## src/rtl/wb_pkg.sv

```systemverilog
// Shared types and constants for the writeback-port arbiter slice.
package wb_pkg;

  localparam int XLEN       = 32;
  localparam int REG_ADDR_W = 5;
  localparam int NUM_REGS   = 1 << REG_ADDR_W;

  // One queued MDU result; killed marks a result overwritten by a younger pipe write.
  typedef struct packed {
    logic [XLEN-1:0]       data;
    logic [REG_ADDR_W-1:0] rd;
    logic                  killed;
  } wb_entry_t;

  // One-hot register mask for a destination index.
  function automatic logic [NUM_REGS-1:0] rdOnehot(input logic [REG_ADDR_W-1:0] rd);
    return NUM_REGS'(1) << rd;
  endfunction

endpackage

```

## src/rtl/wb_result_fifo.sv

```systemverilog
// Small FIFO of MDU results with a per-entry destination-match kill port.
module wb_result_fifo
  import wb_pkg::*;
#(
  parameter int DEPTH = 2
) (
  input  logic                         clk,
  input  logic                         reset,
  input  logic                         push_i,
  input  wb_entry_t                    pushEntry_i,
  input  logic                         pop_i,
  input  logic                         kill_i,
  input  logic [REG_ADDR_W-1:0]        killRd_i,
  output wb_entry_t                    head_o,
  output logic                         full_o,
  output logic                         empty_o,
  output wb_entry_t [DEPTH-1:0]        entries_o,
  output logic      [DEPTH-1:0]        valid_o
);

  localparam int IDX_W = $clog2(DEPTH);
  localparam int PTR_W = IDX_W + 1;

  wb_entry_t [DEPTH-1:0] mem_q;
  logic      [DEPTH-1:0] valid_q;
  logic      [PTR_W-1:0] wrPtr_q;
  logic      [PTR_W-1:0] rdPtr_q;
  logic      [IDX_W-1:0] wrIdx;
  logic      [IDX_W-1:0] rdIdx;

  assign wrIdx     = wrPtr_q[IDX_W-1:0];
  assign rdIdx     = rdPtr_q[IDX_W-1:0];
  assign empty_o   = (wrPtr_q == rdPtr_q);
  assign full_o    = (wrPtr_q[PTR_W-1] != rdPtr_q[PTR_W-1]) &&
                     (wrPtr_q[IDX_W-1:0] == rdPtr_q[IDX_W-1:0]);
  assign head_o    = mem_q[rdIdx];
  assign entries_o = mem_q;
  assign valid_o   = valid_q;

  // Pointer/valid bookkeeping plus kill marking; a push never targets a live slot.
  always_ff @(posedge clk) begin
    if (!reset) begin
      wrPtr_q <= '0;
      rdPtr_q <= '0;
      valid_q <= '0;
    end else begin
      if (push_i) begin
        mem_q[wrIdx]   <= pushEntry_i;
        valid_q[wrIdx] <= 1'b1;
        wrPtr_q        <= wrPtr_q + PTR_W'(1);
      end
      if (pop_i) begin
        valid_q[rdIdx] <= 1'b0;
        rdPtr_q        <= rdPtr_q + PTR_W'(1);
      end
      if (kill_i) begin
        for (int i = 0; i < DEPTH; i++) begin
          if (valid_q[i] && (mem_q[i].rd == killRd_i)) begin
            mem_q[i].killed <= 1'b1;
          end
        end
      end
    end
  end

endmodule

```

## src/rtl/wb_port_arbiter.sv

```systemverilog
// Shares the register-file write port between the pipeline writeback stage and
// buffered MDU results, with a starvation stall so buffered results always drain.
module wb_port_arbiter
  import wb_pkg::*;
#(
  parameter int DEPTH        = 2,
  parameter int STARVE_LIMIT = 4
) (
  input  logic                  clk,
  input  logic                  reset,
  input  logic [XLEN-1:0]       pipe_data,
  input  logic [REG_ADDR_W-1:0] pipe_rd,
  input  logic                  pipe_write_enable,
  input  logic                  mdu_valid,
  input  logic [XLEN-1:0]       mdu_data,
  input  logic [REG_ADDR_W-1:0] mdu_rd,
  output logic                  mdu_ready,
  output logic                  stall_pipe,
  output logic [XLEN-1:0]       out_data,
  output logic [REG_ADDR_W-1:0] out_rd,
  output logic                  out_write_enable,
  output logic [NUM_REGS-1:0]   pending_rd_mask
);

  localparam int CNT_W = $clog2(STARVE_LIMIT + 1);
  localparam logic [CNT_W-1:0] LIMIT_V = CNT_W'(STARVE_LIMIT);

  logic                  fifoFull;
  logic                  fifoEmpty;
  wb_entry_t             head;
  wb_entry_t             pushEntry;
  wb_entry_t [DEPTH-1:0] entries;
  logic      [DEPTH-1:0] entryValid;

  logic pipeLive;
  logic headLive;
  logic grantPipe;
  logic grantHead;
  logic popHead;
  logic pushAccept;

  logic [CNT_W-1:0] starveCnt_q;
  logic [CNT_W-1:0] starveCnt_d;
  logic             stallPipe_q;
  logic             stallPipe_d;

  // A pipe write to x0 or during a forced stall never competes for the port.
  assign mdu_ready  = reset && !fifoFull;
  assign pipeLive   = reset && pipe_write_enable && (pipe_rd != '0) && !stallPipe_q;
  assign headLive   = reset && !fifoEmpty && !head.killed;
  assign grantPipe  = pipeLive;
  assign grantHead  = !pipeLive && headLive;
  assign popHead    = grantHead || (reset && !fifoEmpty && head.killed);
  assign pushAccept = mdu_valid && mdu_ready && (mdu_rd != '0);
  assign stall_pipe = stallPipe_q;

  assign pushEntry.data   = mdu_data;
  assign pushEntry.rd     = mdu_rd;
  assign pushEntry.killed = grantPipe && (mdu_rd == pipe_rd);

  wb_result_fifo #(.DEPTH(DEPTH)) u_fifo (
    .clk         (clk),
    .reset       (reset),
    .push_i      (pushAccept),
    .pushEntry_i (pushEntry),
    .pop_i       (popHead),
    .kill_i      (grantPipe),
    .killRd_i    (pipe_rd),
    .head_o      (head),
    .full_o      (fifoFull),
    .empty_o     (fifoEmpty),
    .entries_o   (entries),
    .valid_o     (entryValid)
  );

  // Register-file write mux: pipe passthrough has priority over the buffer head.
  always_comb begin
    out_write_enable = grantPipe || grantHead;
    out_data         = pipe_data;
    out_rd           = pipe_rd;
    if (grantHead) begin
      out_data = head.data;
      out_rd   = head.rd;
    end
  end

  // Count blocked cycles of a live head; hitting the limit schedules a one-cycle stall.
  always_comb begin
    starveCnt_d = starveCnt_q;
    stallPipe_d = 1'b0;
    if (!headLive || grantHead) begin
      starveCnt_d = '0;
    end else if ((starveCnt_q + CNT_W'(1)) == LIMIT_V) begin
      starveCnt_d = '0;
      stallPipe_d = 1'b1;
    end else begin
      starveCnt_d = starveCnt_q + CNT_W'(1);
    end
  end

  // Starvation state registers.
  always_ff @(posedge clk) begin
    if (!reset) begin
      starveCnt_q <= '0;
      stallPipe_q <= 1'b0;
    end else begin
      starveCnt_q <= starveCnt_d;
      stallPipe_q <= stallPipe_d;
    end
  end

  // Pending-destination mask from stored, non-killed entries only.
  always_comb begin
    pending_rd_mask = '0;
    for (int i = 0; i < DEPTH; i++) begin
      if (entryValid[i] && !entries[i].killed) begin
        pending_rd_mask = pending_rd_mask | rdOnehot(entries[i].rd);
      end
    end
  end

endmodule

```

## config.mk

```make
export PLATFORM = sky130hd
export DESIGN_NAME = wb_port_arbiter
export DESIGN_NICKNAME = d
export VERILOG_FILES = /design/src/rtl/wb_pkg.sv /design/src/rtl/wb_result_fifo.sv /design/src/rtl/wb_port_arbiter.sv
export SDC_FILE = /design/constraint.sdc
export NUM_CORES = 1
export LEC_CHECK = 0
export CORE_MARGIN = 1.5
export CORE_UTILIZATION = 40
export CTS_CLUSTER_DIAMETER = 40
export DETAILED_ROUTE_END_ITERATION = 10
export PLACE_DENSITY = 0.72
export SYNTH_ARGS = -nofsm -noshare
export SYNTH_HDL_FRONTEND = slang
export SYNTH_SLANG_ARGS = --single-unit
```

## constraint.sdc

```tcl
create_clock -name clk -period 2.6 [get_ports clk]
set_input_delay 0.52 -clock clk [delete_from_list [all_inputs] [get_ports clk]]
set_output_delay 0.52 -clock clk [all_outputs]
set_load 0.005 [all_outputs]
```

* Yosys cells after proc, flatten, opt, wreduce, memory -nomap -nowiden
Index checks and enable logic that the tools add are counted.
** Word-level totals
- Bits in registers :: 86
- Output and inout bits :: 72
- Latch bits :: 0
- Bits of input ports :: 78
- Bits in writable memories :: 0
- Bits in read-only memories :: 0
- Memories :: 0
- Word-level logic and storage cells :: 88
** Operators by class
- Multipliers :: 0
- Divide/modulo/power cells :: 0
- Reduce and logical (&&, ||, !) cells :: 34
- Multiplexer cells :: 22
- Equal/unequal tests :: 7
- Bitwise gates (word level) :: 5
- Shift-type cells :: 2
- Order comparisons :: 4
- $add $sub $neg :: 3
** Operator list (number)
- $mux 38 :: 3
- $mux 32 :: 3
- $bwmux 76 :: 1
- $shl 1x5->32 const A :: 2
- $mux 39 :: 1
- $demux 38 s1 :: 1
- $or 32x32->32 :: 1
- $logic_and 1x1->1 :: 18
- $eq 5x5->1 :: 3
- $reduce_bool 5->1 :: 2
- $logic_not 1->1 :: 8
- $mux 1 :: 7
- $mux 2 :: 3
- $mux 5 :: 1
- $add 2x1->2 const B :: 2
- $lt 1x2->1 const B :: 2
- $add 3x1->3 const B :: 1
- $eq 3x3->1 const B :: 1
- $logic_or 1x1->1 :: 3
- $reduce_or 3->1 :: 1
- $and 2x2->2 :: 1
- $demux 1 s1 :: 2
- $eq 2x2->1 :: 1
- $ge 1x1->1 const B :: 2
- other kinds (7) :: 7

* Logic depth before layout (Yosys ltp)
Gate-level depths: netlist of run 1.
- Word-level depth :: 10
- Depth in mapped cells :: 6
- Mapped depth without buffers :: 5

* Modules after synthesis
From an unflattened synthesis of run 1, not the netlist that was laid out.
** Unflattened totals
- Cell total of the unflattened synthesis :: 327
- Area, all modules :: 4513.1 um2
** By module, submodules not included
- wb_result_fifo :: sequential area each 2402.3 um2, instances 1, area each 3193.1 um2, cells an instance 175
- wb_port_arbiter :: sequential area each 80.1 um2, instances 1, area each 1320.0 um2, cells an instance 152

* Least setup slack after synthesis of run 1
Ideal clock, no wire load.
- Kind :: input to output
- Start point :: input port pipe_rd[2]
- End point :: output port out_data[22]
- Slack :: 0.136 ns
- Required time :: 2.080 ns
- Cell stages on the path :: 6
- Path buffers :: 2
- Arrival time :: 1.944 ns
- Cell sequence :: buf_2 > nor4_1 > a21boi_1 > nor2_4 > buf_4 > mux2_2
** Between the ends
- Word-level cells in the longest chain between the ends :: 6
** RTL lines
- start, declared :: line wb_port_arbiter.sv:12 : input logic [REG_ADDR_W-1:0] pipe_rd,
- $reduce_bool 5->1 :: line wb_port_arbiter.sv:49 : assign pipeLive = reset && pipe_write_enable && (pipe_rd != '0) && !stallPipe_q;
- $logic_and 1x1->1 (2 in a row) :: line wb_port_arbiter.sv:49
- $logic_not 1->1 :: line wb_port_arbiter.sv:52 : assign grantHead = !pipeLive && headLive;
- $logic_and 1x1->1 :: line wb_port_arbiter.sv:52
- $mux 32 :: line wb_port_arbiter.sv:81 : if (grantHead) begin
- end, declared :: line wb_port_arbiter.sv:19 : output logic [XLEN-1:0] out_data,
No other way between the ends.

* Worst setup path after layout of run 1
- Start point :: input port pipe_rd[4]
- End point :: output port out_data[3]
The elaborated chain is that of the path after synthesis.

==> reports/metrics.yaml, run 1 <==
synthesis:
  syn_nets: 405
  synthCells: 325
  ys_warn_count: 0
  synth_flop_cell: "edfxtp_1"
  synth-edff-count: 76
  ys_ff_latch: 86
  avgSynthCellArea_um2: 13.4
  synth_area_mm2: 0.00435
  yosysSeqAreaShare_pct: 57.1
  synth-async-reset-ratio_pct: 0
  synth_cell_types: 44
global_route:
  grt_pass1_vias: 3581
  overflow: 0
  grt_max_degree: 40
  track_usage_pct: 20.2
  grt_first_pass_wirelength_mm: 17.7
  antenna_found_initial: 0
floorplan:
  start_util_pct: 41.8
  die-area_mm2: 0.0115
  core-area_mm2: 0.0104
  die_w_um: 107
  die_h_um: 107
  num_rows: 37
  io_pins: 150
route:
  num_vias: 3538
  drc: 0
  ant_nets: 0
  wl_mm: 12.1
  viasPerCell: 5.34
  first_pass_iters: 5
  wire_per_inst_um: 18.3
  drt_iter0_drc: 225
sta:
  fmaxAchievable_mhz: 350
  max_slew.worst_pin.slew_ps: 538
  hold_violations: 0
  layout_setup_ws_ps: -255
  grt_setup_unrepaired: "yes"
  slew_violations: 0
  fin_crit_ps: 2850
  fin_worst_skew_ps: 10.0
  setup_violations: 36
  slew-limit-headroom_pct: 63.8
  setup_tns_ps: -5260
  post-route-period-util_pct: 110
power_and_ir_drop:
  leakage_nw: 3.20
  ir_drop_uv: 387
  finalPower_mw: 4.23
  power_density_mw_per_mm2: 594
layout:
  diodes: 0
  final_common_cell: "edfxtp_1"
  drive_above_1_share_pct: 41.9
  area_growth_pct: 63.7
  final_cell_mix: "edfxtp_1, clkdlybuf4s50_1, buf_4"
  finalNetCount: 603
  fin_util_pct: 68.4
  instances_no_fill: 663
worst_setup_path:
  cp-end-kind: "output pin"
  crit_fanout: 6
  crit_required_ps: 2080
  crit_arrival_ps: 2330
  crit_type: "in -> out"
  worstSetupStartpointType: "primary input"
hold_path:
  min_path_type: "reg -> reg"
placed_design:
  dp_worst_setup_slack_ps: -812
  dp.cells: 627
  place_hpwl_mm: 8.09
  io_buffers: 149
  place.gp.congestion: 0.864
clocking:
  root_buffer: "clkbuf_8"
  cts_sinks: 86
  path_clk_slew_ps: 70
  htreeDepth: 3
  cts_made_buffers: 9
  clk_path_buf_depth: 2
  worstSkewPairLatency_ps: 360
  cts_tree: "yes"
status:
  outcome: "complete, but fails checks"
  failed_checks: "setup timing"
job:
  max_cap_violations: 0
[kinds of logic (layout without fill, tap and decap cells)]
family / Yosys count / after routing / synth area share, %
simple gates: 66 / 66 / 8.54
buf+inv: 26 / 228 / 2.76
flops: 86 / 86 / 57.1
compound gates: 49 / 49 / 7.45
xor+xnor: 19 / 19 / 3.83
fa+ha+maj: 2 / 2 / 0.575
mux: 77 / 77 / 19.8
[final cells by class]
cell class                      instances  area [um2]
Timing Repair Buffer                  207        2200
Multi-Input combinational cell        213        2060
Inverter                                6        22.5
Tap cell                              136         170
Clock buffer                           12         135
Sequential cell                        86        2490
Clock inverter                          3        46.3
Fill cell                             745        3300
[path summary, 6_finish.rpt]
check	endpoint	cells after the start	slack, ps	startpoint
setup / recovery	out_data[3]	10	-250	pipe_rd[4]
hold / removal	starveCnt_q[0]	1	480	starveCnt_q[0]
setup reg to reg	u_fifo.entries_o[21]	5	440	u_fifo.rdPtr_q[0]
hold reg to reg	starveCnt_q[0]	1	480	starveCnt_q[0]
[synth_stat cells (4+ instances only)]
cell       n  share of area, %
clkbuf_1  12               1.0
dfxtp_1   10               4.6
edfxtp_1  76                52
inv_1      6              0.52
mux2_2    72                19
mux2i_1    5               1.2
nand2_1   22               1.9
nand2b_1   4              0.58
nand3_1    5              0.58
nor2_1     5              0.43
nor2b_1    4              0.58
nor4_1     4              0.58
o21ai_0    4              0.46
o22ai_1   32               4.6
xnor2_1    4              0.81
xor2_1    15               3.0
[timing repair]
item,4_1_cts,5_1_grt
endpoints found under the setup margin,64,67
gates cloned,3,0
resized for setup,243,70
buffers inserted,12,9
pin swaps,7,4
hold buffers,0,0
[registers in the layout, indices dropped and copies added, names as in the netlist]
register / flops
u_fifo.valid_o: 2
starveCnt_q: 3
stall_pipe: 1
u_fifo.entries_o: 76
u_fifo.wrPtr_q: 2
u_fifo.rdPtr_q: 2
[through the flow]
stage | instance area, um2 | hold slack [ps]
after floorplan | 4350 | 436
after global placement | 6230 | 440
after detailed placement | 6230 | 468
after CTS | 6850 | 481
after global routing | 7120 | 512
final | 7120 | 481
[per-layer routing]
metal / up-vias / share of wire, % / wire (um) / global-route usage [%]
li1: 1646 / - / - / -
met1: 1690 / 39 / 4680 / 22.4
met2: 187 / 51 / 6230 / 36.9
met3: 15 / 8.5 / 1030 / 5.57
met4: 0 / 1.7 / 201 / 7.14
met5: - / 0 / 0 / 0
[critical path, cell delays in order]
cell,delay [ps]
clkdlybuf4s15_2,210
nor4_4,390
a21boi_4,110
nor2_4,200
buf_12,130
buf_12,100
buf_16,110
buf_8,120
mux2_4,310
buf_6,120
[where the power goes]
group          internal (mW)  switching (mW)  total (mW)
Sequential              1.63          0.0592        1.69
Combinational           1.01           0.651        1.66
Clock                  0.442           0.442       0.883
Total                   3.08            1.15        4.23
Note: power is estimated with default switching activity, not from simulation.
==> run 2, diff against run 1 <==
--- a/config.mk
+++ b/config.mk
@@ -5,6 +5,7 @@
 export SDC_FILE = /design/constraint.sdc
 export NUM_CORES = 1
 export LEC_CHECK = 0
+export CORE_ASPECT_RATIO = 0.5
 export CORE_MARGIN = 1.5
 export CORE_UTILIZATION = 40
 export CTS_CLUSTER_DIAMETER = 40
==> run 2 against run 1 <==
  * The flow still finishes with violations (setup timing)
  * Hold slack lost 3.0 ps
  * Global-route usage is 1.4 points higher
  * Setup slack improved by 150 ps
  * Design area down 0.63%
  * Sequential cell count stayed put
  * Critical path depth down 1
  * Critical endpoint is now out_data[25]
==> reports/metrics.yaml, run 2 (same netlist as run 1, synthesis figures left out) <==
layout:
  final_common_cell: "edfxtp_1"
  final_area_mm2: 0.00708  # -0.63%
  diodes: 0  # unchanged
  drive_above_1_share_pct: 41.5  # -0.41 points
  fin_util_pct: 68.2  # -0.18 points
  final_cell_mix: "edfxtp_1, clkdlybuf4s50_1, mux2_2"
  nFillCells: 734  # -1.5%
  finalNetCount: 600  # -0.50%
  area_growth_pct: 62.6
  largest_reg_flops: 76  # unchanged
route:
  first_pass_iters: 5  # unchanged
  viasPerCell: 5.35  # +0.18%
  drt_iter0_drc: 210  # -6.7%
  num_vias: 3555  # +0.48%
  wire_per_inst_um: 19.0  # +3.9%
  ant_nets: 0  # unchanged
  drc: 0  # unchanged
  wl_mm: 12.7  # +4.3%
clocking:
  clk_path_buf_depth: 2  # unchanged
  ctsHoldBuffers: 0  # unchanged
  root_buffer: "clkbuf_16"
  cts_tree: "yes"
  path_clk_slew_ps: 60  # about the same
  htreeDepth: 3  # unchanged
  cts_sinks: 86  # unchanged
  worstSkewPairLatency_ps: 340  # -20 ps
  cts_made_buffers: 9  # unchanged
worst_setup_path:
  slowest_stage: "dfxtp_4"
  crit_fanout: 5  # -1
  crit_path_frequent_cell: "buf_12"
  cp-end-kind: "output pin"
  worstSetupStartpointType: "register"
  crit_required_ps: 2080  # about the same
  crit_arrival_ps: 2180  # -150 ps
  crit_type: "reg -> out"
  ff2ff_path_depth: 6  # +1
  slowest_delay_ps: 380  # about the same
  cp_cell_sequence: "mux2i_2, o211ai_1, buf_4, nor2_4, buf_12, buf_8, buf_12, mux2_4, buf_6"
sta:
  fin_crit_ps: 2700  # -153 ps
  slew_violations: 0  # unchanged
  grt_setup_unrepaired: "yes"
  slew-limit-headroom_pct: 66.0  # +2.2 points
  fin_worst_skew_ps: 6.89  # -3.11 ps
  post-route-period-util_pct: 104  # -5.9 points
  layout_setup_ws_ps: -101  # +153 ps
  max_slew.worst_pin.slew_ps: 505  # -33.0 ps
  fin_hold_ws_ps: 478  # -3.04 ps
  setup_violations: 36  # unchanged
  setup_tns_ps: -2800  # +2460 ps
  hold_violations: 0  # unchanged
  fmaxAchievable_mhz: 370  # +5.7%
placed_design:
  place_hpwl_mm: 7.96  # -1.6%
  postPlaceCellArea_mm2: 0.00624  # +0.16%
  io_buffers: 149  # unchanged
  place.gp.congestion: 0.853  # -1.4%
power_and_ir_drop:
  combPwrFrac_pct: 35.1  # -4.1 points
  power.internal_mw: 3.33  # +8.3%
  switchingPower_mw: 1.22  # +6.1%
  finalPower_mw: 4.56  # +7.7%
  swShare_pct: 26.8  # -0.40 points
  power_density_mw_per_mm2: 644  # +8.4%
  leakage_nw: 3.11  # -2.8%
  p_clk_share_pct: 27.8  # +6.9 points
  ir_drop_uv: 332  # -14%
  seq_power_share_pct: 37.0  # -2.9 points
global_route:
  grt_max_degree: 38  # -5.0%
  antenna_found_initial: 0  # unchanged
  track_usage_pct: 21.6  # +1.4 points
  overflow: 0  # unchanged
  grt_first_pass_wirelength_mm: 19.0  # +7.6%
  grt_pass1_vias: 3510  # -2.0%
status:
  outcome: "complete, but fails checks"
  failed_checks: "setup timing"
floorplan:
  num_rows: 26  # -30%
  core-area_mm2: 0.0104  # -0.37%
  die_w_um: 150  # +40%
  die-area_mm2: 0.0115  # +0.33%
  start_util_pct: 41.9  # +0.16 points
  io_pins: 150  # unchanged
  die_h_um: 76.7  # -28%
hold_path:
  min_path_type: "reg -> reg"
  holdPathStages: 1  # unchanged
job:
  max_cap_violations: 0  # unchanged
## run 2: path summary, 6_finish.rpt
kind                     startpoint                    to  slack, ps
setup / recovery  u_fifo.rdPtr_q[0]          out_data[25]       -100
hold / removal       starveCnt_q[0]        starveCnt_q[0]        480
setup reg to reg  u_fifo.rdPtr_q[0]  u_fifo.entries_o[31]        460
hold reg to reg      starveCnt_q[0]        starveCnt_q[0]        480
## run 2: layout make-up
| type | count | area, um2 | share of cell area, % |
|---|---|---|---|
| well taps | 140 | 175 | 2.48 |
| repair buffers | 204 | 2090 | 29.5 |
| inverters | 6 | 22.5 | 0.318 |
| clock buffers | 11 | 233 | 3.29 |
| clock inverters | 5 | 58.8 | 0.831 |
| flip-flops and latches | 86 | 2490 | 35.2 |
| multi-input cells | 213 | 2010 | 28.4 |
## run 2: worst max-delay path: cells and delay by family (launching register included)
| family | cells | cell delay, ps |
|---|---|---|
| AO/OA/AOI/OAI | 1 | 110 |
| buffers and inverters | 5 | 650 |
| flip-flops | 1 | 380 |
| multiplexers | 2 | 560 |
| AND/OR/NAND/NOR | 1 | 130 |
## run 2: repair_timing
item,CTS,global route
endpoints found under the setup margin,48,65
gates cloned,5,0
setup buffers,11,6
resized for setup,226,71
pin swaps,9,4
## run 2: through the flow
stage / std cells / worst slack, ps
6_report: 665 / -101
3_5_place_dp: 630 / -614
3_3_place_gp: 630 / -544
4_1_cts: 662 / -136
5_1_grt: 665 / -181
2_1_floorplan: 325 / 136
## run 2: power groups by stage
stage | clock network [mW] | logic (mW) | registers, mW
after floorplan | 0 | 0.687 | 1.69
after global placement | 0 | 1.28 | 1.70
final | 1.27 | 1.60 | 1.69
after CTS | 1.28 | 1.58 | 1.68
after global routing | 1.34 | 1.70 | 1.70
after detailed placement | 0 | 1.30 | 1.71
## run 2: routing by layer
layer  routed length (um)  track usage [%]
met5                    0                0
met4                  207             6.76
met3                  606             4.11
met1                 5290             27.4
met2                 6540             37.3
==> run 3, diff against run 2 <==
--- a/config.mk
+++ b/config.mk
@@ -8,9 +8,10 @@
 export CORE_ASPECT_RATIO = 0.5
 export CORE_MARGIN = 1.5
 export CORE_UTILIZATION = 40
+export CTS_BUF_LIST = sky130_fd_sc_hd__clkbuf_2
 export CTS_CLUSTER_DIAMETER = 40
 export DETAILED_ROUTE_END_ITERATION = 10
-export PLACE_DENSITY = 0.72
+export PLACE_DENSITY = 0.82
 export SYNTH_ARGS = -nofsm -noshare
 export SYNTH_HDL_FRONTEND = slang
 export SYNTH_SLANG_ARGS = --single-unit
==> run 3 against run 2 <==
  * The flow still finishes with violations (setup timing)
  * Hold slack worse by 0.51 ps
  * Via count increased by 2.7%
  * Die area is the same
  * Sequential power is essentially flat
  * Cell count grew 1.1%
  * Global-route usage grew 1.3 points
  * Count of clock-buffer cells in the layout fell by 1
  * Sequential cell count unchanged
  * Non-clock buffer count increased by 7
  * Largest cell class unchanged
==> reports/metrics.yaml, run 3 (same netlist as run 1, synthesis figures left out) <==
floorplan:
  die_h_um: 76.7  # unchanged
  die-area_mm2: 0.0115  # unchanged
  io_pins: 150  # unchanged
  die_w_um: 150  # unchanged
  start_util_pct: 41.9  # unchanged
  core-area_mm2: 0.0104  # unchanged
  num_rows: 26  # unchanged
power_and_ir_drop:
  combPwrFrac_pct: 41.8  # +6.7 points
  finalPower_mw: 4.04  # -11%
  switchingPower_mw: 1.20  # -1.5%
  swShare_pct: 29.8  # +3.0 points
  power.internal_mw: 2.84  # -15%
  p_clk_share_pct: 16.2  # -12 points
  seq_power_share_pct: 42.0  # +5.0 points
  power_density_mw_per_mm2: 577  # -10%
  ir_drop_uv: 336  # +1.2%
  leakage_nw: 2.74  # -12%
placed_design:
  postPlaceCellArea_mm2: 0.00621  # -0.48%
  io_buffers: 149  # unchanged
  place.gp.congestion: 0.914  # +7.2%
  place_hpwl_mm: 7.99  # +0.34%
sta:
  hold_violations: 0  # unchanged
  fin_worst_skew_ps: 32.1  # +25.2 ps
  layout_setup_ws_ps: -458  # -356 ps
  fmaxAchievable_mhz: 327  # -12%
  grt_setup_unrepaired: "yes"
  setup_violations: 37  # +2.8%
  slew-limit-headroom_pct: 64.1  # -1.9 points
  fin_crit_ps: 3060  # +356 ps
  post-route-period-util_pct: 118  # +14 points
  setup_tns_ps: -14020  # -11220 ps
  max_slew.worst_pin.slew_ps: 533  # +28.2 ps
  slew_violations: 0  # unchanged
global_route:
  grt_first_pass_wirelength_mm: 20.2  # +5.8%
  overflow: 0  # unchanged
  antenna_found_initial: 0  # unchanged
  grt_pass1_vias: 3667  # +4.5%
  grt_max_degree: 38  # unchanged
  track_usage_pct: 22.9  # +1.3 points
layout:
  ff_latch_area_mm2: 0.00249  # +0.15%
  multi_input_area_mm2: 0.00222  # +10%
  drive_above_1_share_pct: 52.4  # +11 points
  fin_util_pct: 67.5  # -0.64 points
  final_common_cell: "clkdlybuf4s50_1"
  finalNetCount: 607  # +1.2%
  area_growth_pct: 61.1
  largest_reg_flops: 76  # unchanged
  final_area_mm2: 0.00701  # -0.94%
  nFillCells: 743  # +1.2%
  final_cell_mix: "clkdlybuf4s50_1, edfxtp_1, buf_6"
  diodes: 0  # unchanged
job:
  max_cap_violations: 0  # unchanged
route:
  ant_nets: 0  # unchanged
  wl_mm: 13.9  # +9.8%
  wire_per_inst_um: 20.7  # +8.6%
  first_pass_iters: 5  # unchanged
  drc: 0  # unchanged
  viasPerCell: 5.43  # +1.7%
  drt_iter0_drc: 226  # +7.6%
  num_vias: 3652  # +2.7%
worst_setup_path:
  r2r_end: "u_fifo.entries_o[8]"
  crit_path_frequent_cell: "buf_12"
  slowest_stage: "clkdlybuf4s50_1"
  cp-end-kind: "output pin"
  r2r-start: "u_fifo.rdPtr_q[0]"
  worstSetupStartpointType: "primary input"
  slowest_delay_ps: 490  # +110 ps
  crit_arrival_ps: 2540  # +360 ps
  ff2ff_path_depth: 5  # -1
  crit_required_ps: 2080  # about the same
  regToRegSetupSlack_ps: 390  # -70 ps
  cp_num_buf_inv: 5  # unchanged
  cp_cell_sequence: "clkdlybuf4s50_1, nor4_4, a21boi_2, nor2_4, buf_12, buf_12, buf_8, mux2_4, buf_6"
  crit_type: "in -> out"
  cp_top_family: "buffers and inverters"
  crit_fanout: 6  # +1
status:
  failed_checks: "setup timing"
  outcome: "complete, but fails checks"
clocking:
  cts_made_buffers: 9  # unchanged
  worstSkewPairLatency_ps: 560  # +220 ps
  path_clk_slew_ps: 220  # +160 ps
  clk_path_buf_depth: 2  # unchanged
  cts_sinks: 86  # unchanged
  cts_tree: "yes"
  htreeDepth: 3  # unchanged
  root_buffer: "clkbuf_2"
hold_path:
  hold_end: "starveCnt_q[0]"
  hold_path.startpoint: "starveCnt_q[0]"
  holdPathStages: 1  # unchanged
  min_path_type: "reg -> reg"
-- run 3: cell count changes in the layout (fill, tap and decap cells not counted), sizes merged --
cell,before,now
clkinv,1,5
inv,7,6
clkdlybuf4s15,2,1
clkdlybuf4s50,73,78
dlymetal6s2s,27,1
clkinvlp,2,0
buf,92,115
dlygate4sd2,8,0
clkbuf,13,26
-- run 3: final cells by class --
cell class	instances	area share [%]
clock inverters	6	0.750
multi-input cells	213	31.6
flip-flops and latches	86	35.5
clock buffers	10	0.714
repair buffers	211	28.5
well taps	140	2.50
inverters	6	0.321
-- run 3: worst register-to-register path: cells and delay by family (launching register included) --
kind / cells / cell delay [ps]
AND/OR/NAND/NOR: 2 / 640
flip-flops: 1 / 450
buffers and inverters: 3 / 810
-- run 3: power groups by stage --
stage	clock, mW	combinational (mW)	sequential, mW
3_5_place_dp	0	1.28	1.71
2_1_floorplan	0	0.687	1.69
5_1_grt	0.726	1.78	1.71
6_report	0.656	1.69	1.70
3_3_place_gp	0	1.26	1.70
4_1_cts	0.662	1.66	1.69
-- run 3: what timing repair did --
action,in CTS,in global routing
cloned,4,0
buffers inserted,15,16
pin swaps,13,12
gates resized for setup,317,101
setup endpoints to repair,70,71
hold buffers,0,0
-- run 3: metal layers --
layer	vias to the layer above	wire length, um	GRT usage [%]
met1	1831	5470	26.8
met4	0	274	6.47
met5	-	0	0
li1	1654	-	-
met3	27	762	4.88
met2	140	7380	42.1
-- run 3: per-stage QoR --
step	hold slack (ps)	std cells	worst slack (ps)
floorplan	436	325	136
global placement	444	626	-656
detailed placement	454	626	-713
CTS	469	661	-376
global route	458	672	-522
finish	477	672	-458
-- run 3: how the worst max path moves through the flow --
stage	start	endpoint	slack [ps]	depth (start not counted)
detailed placement	pipe_rd[1]	out_data[12]	-710	7
floorplan	pipe_rd[2]	out_data[22]	140	6
CTS	u_fifo.rdPtr_q[0]	out_data[20]	-380	8
global placement	pipe_rd[1]	out_data[6]	-660	7
finish	pipe_rd[1]	out_data[20]	-460	9
global route	pipe_rd[1]	out_data[21]	-520	9
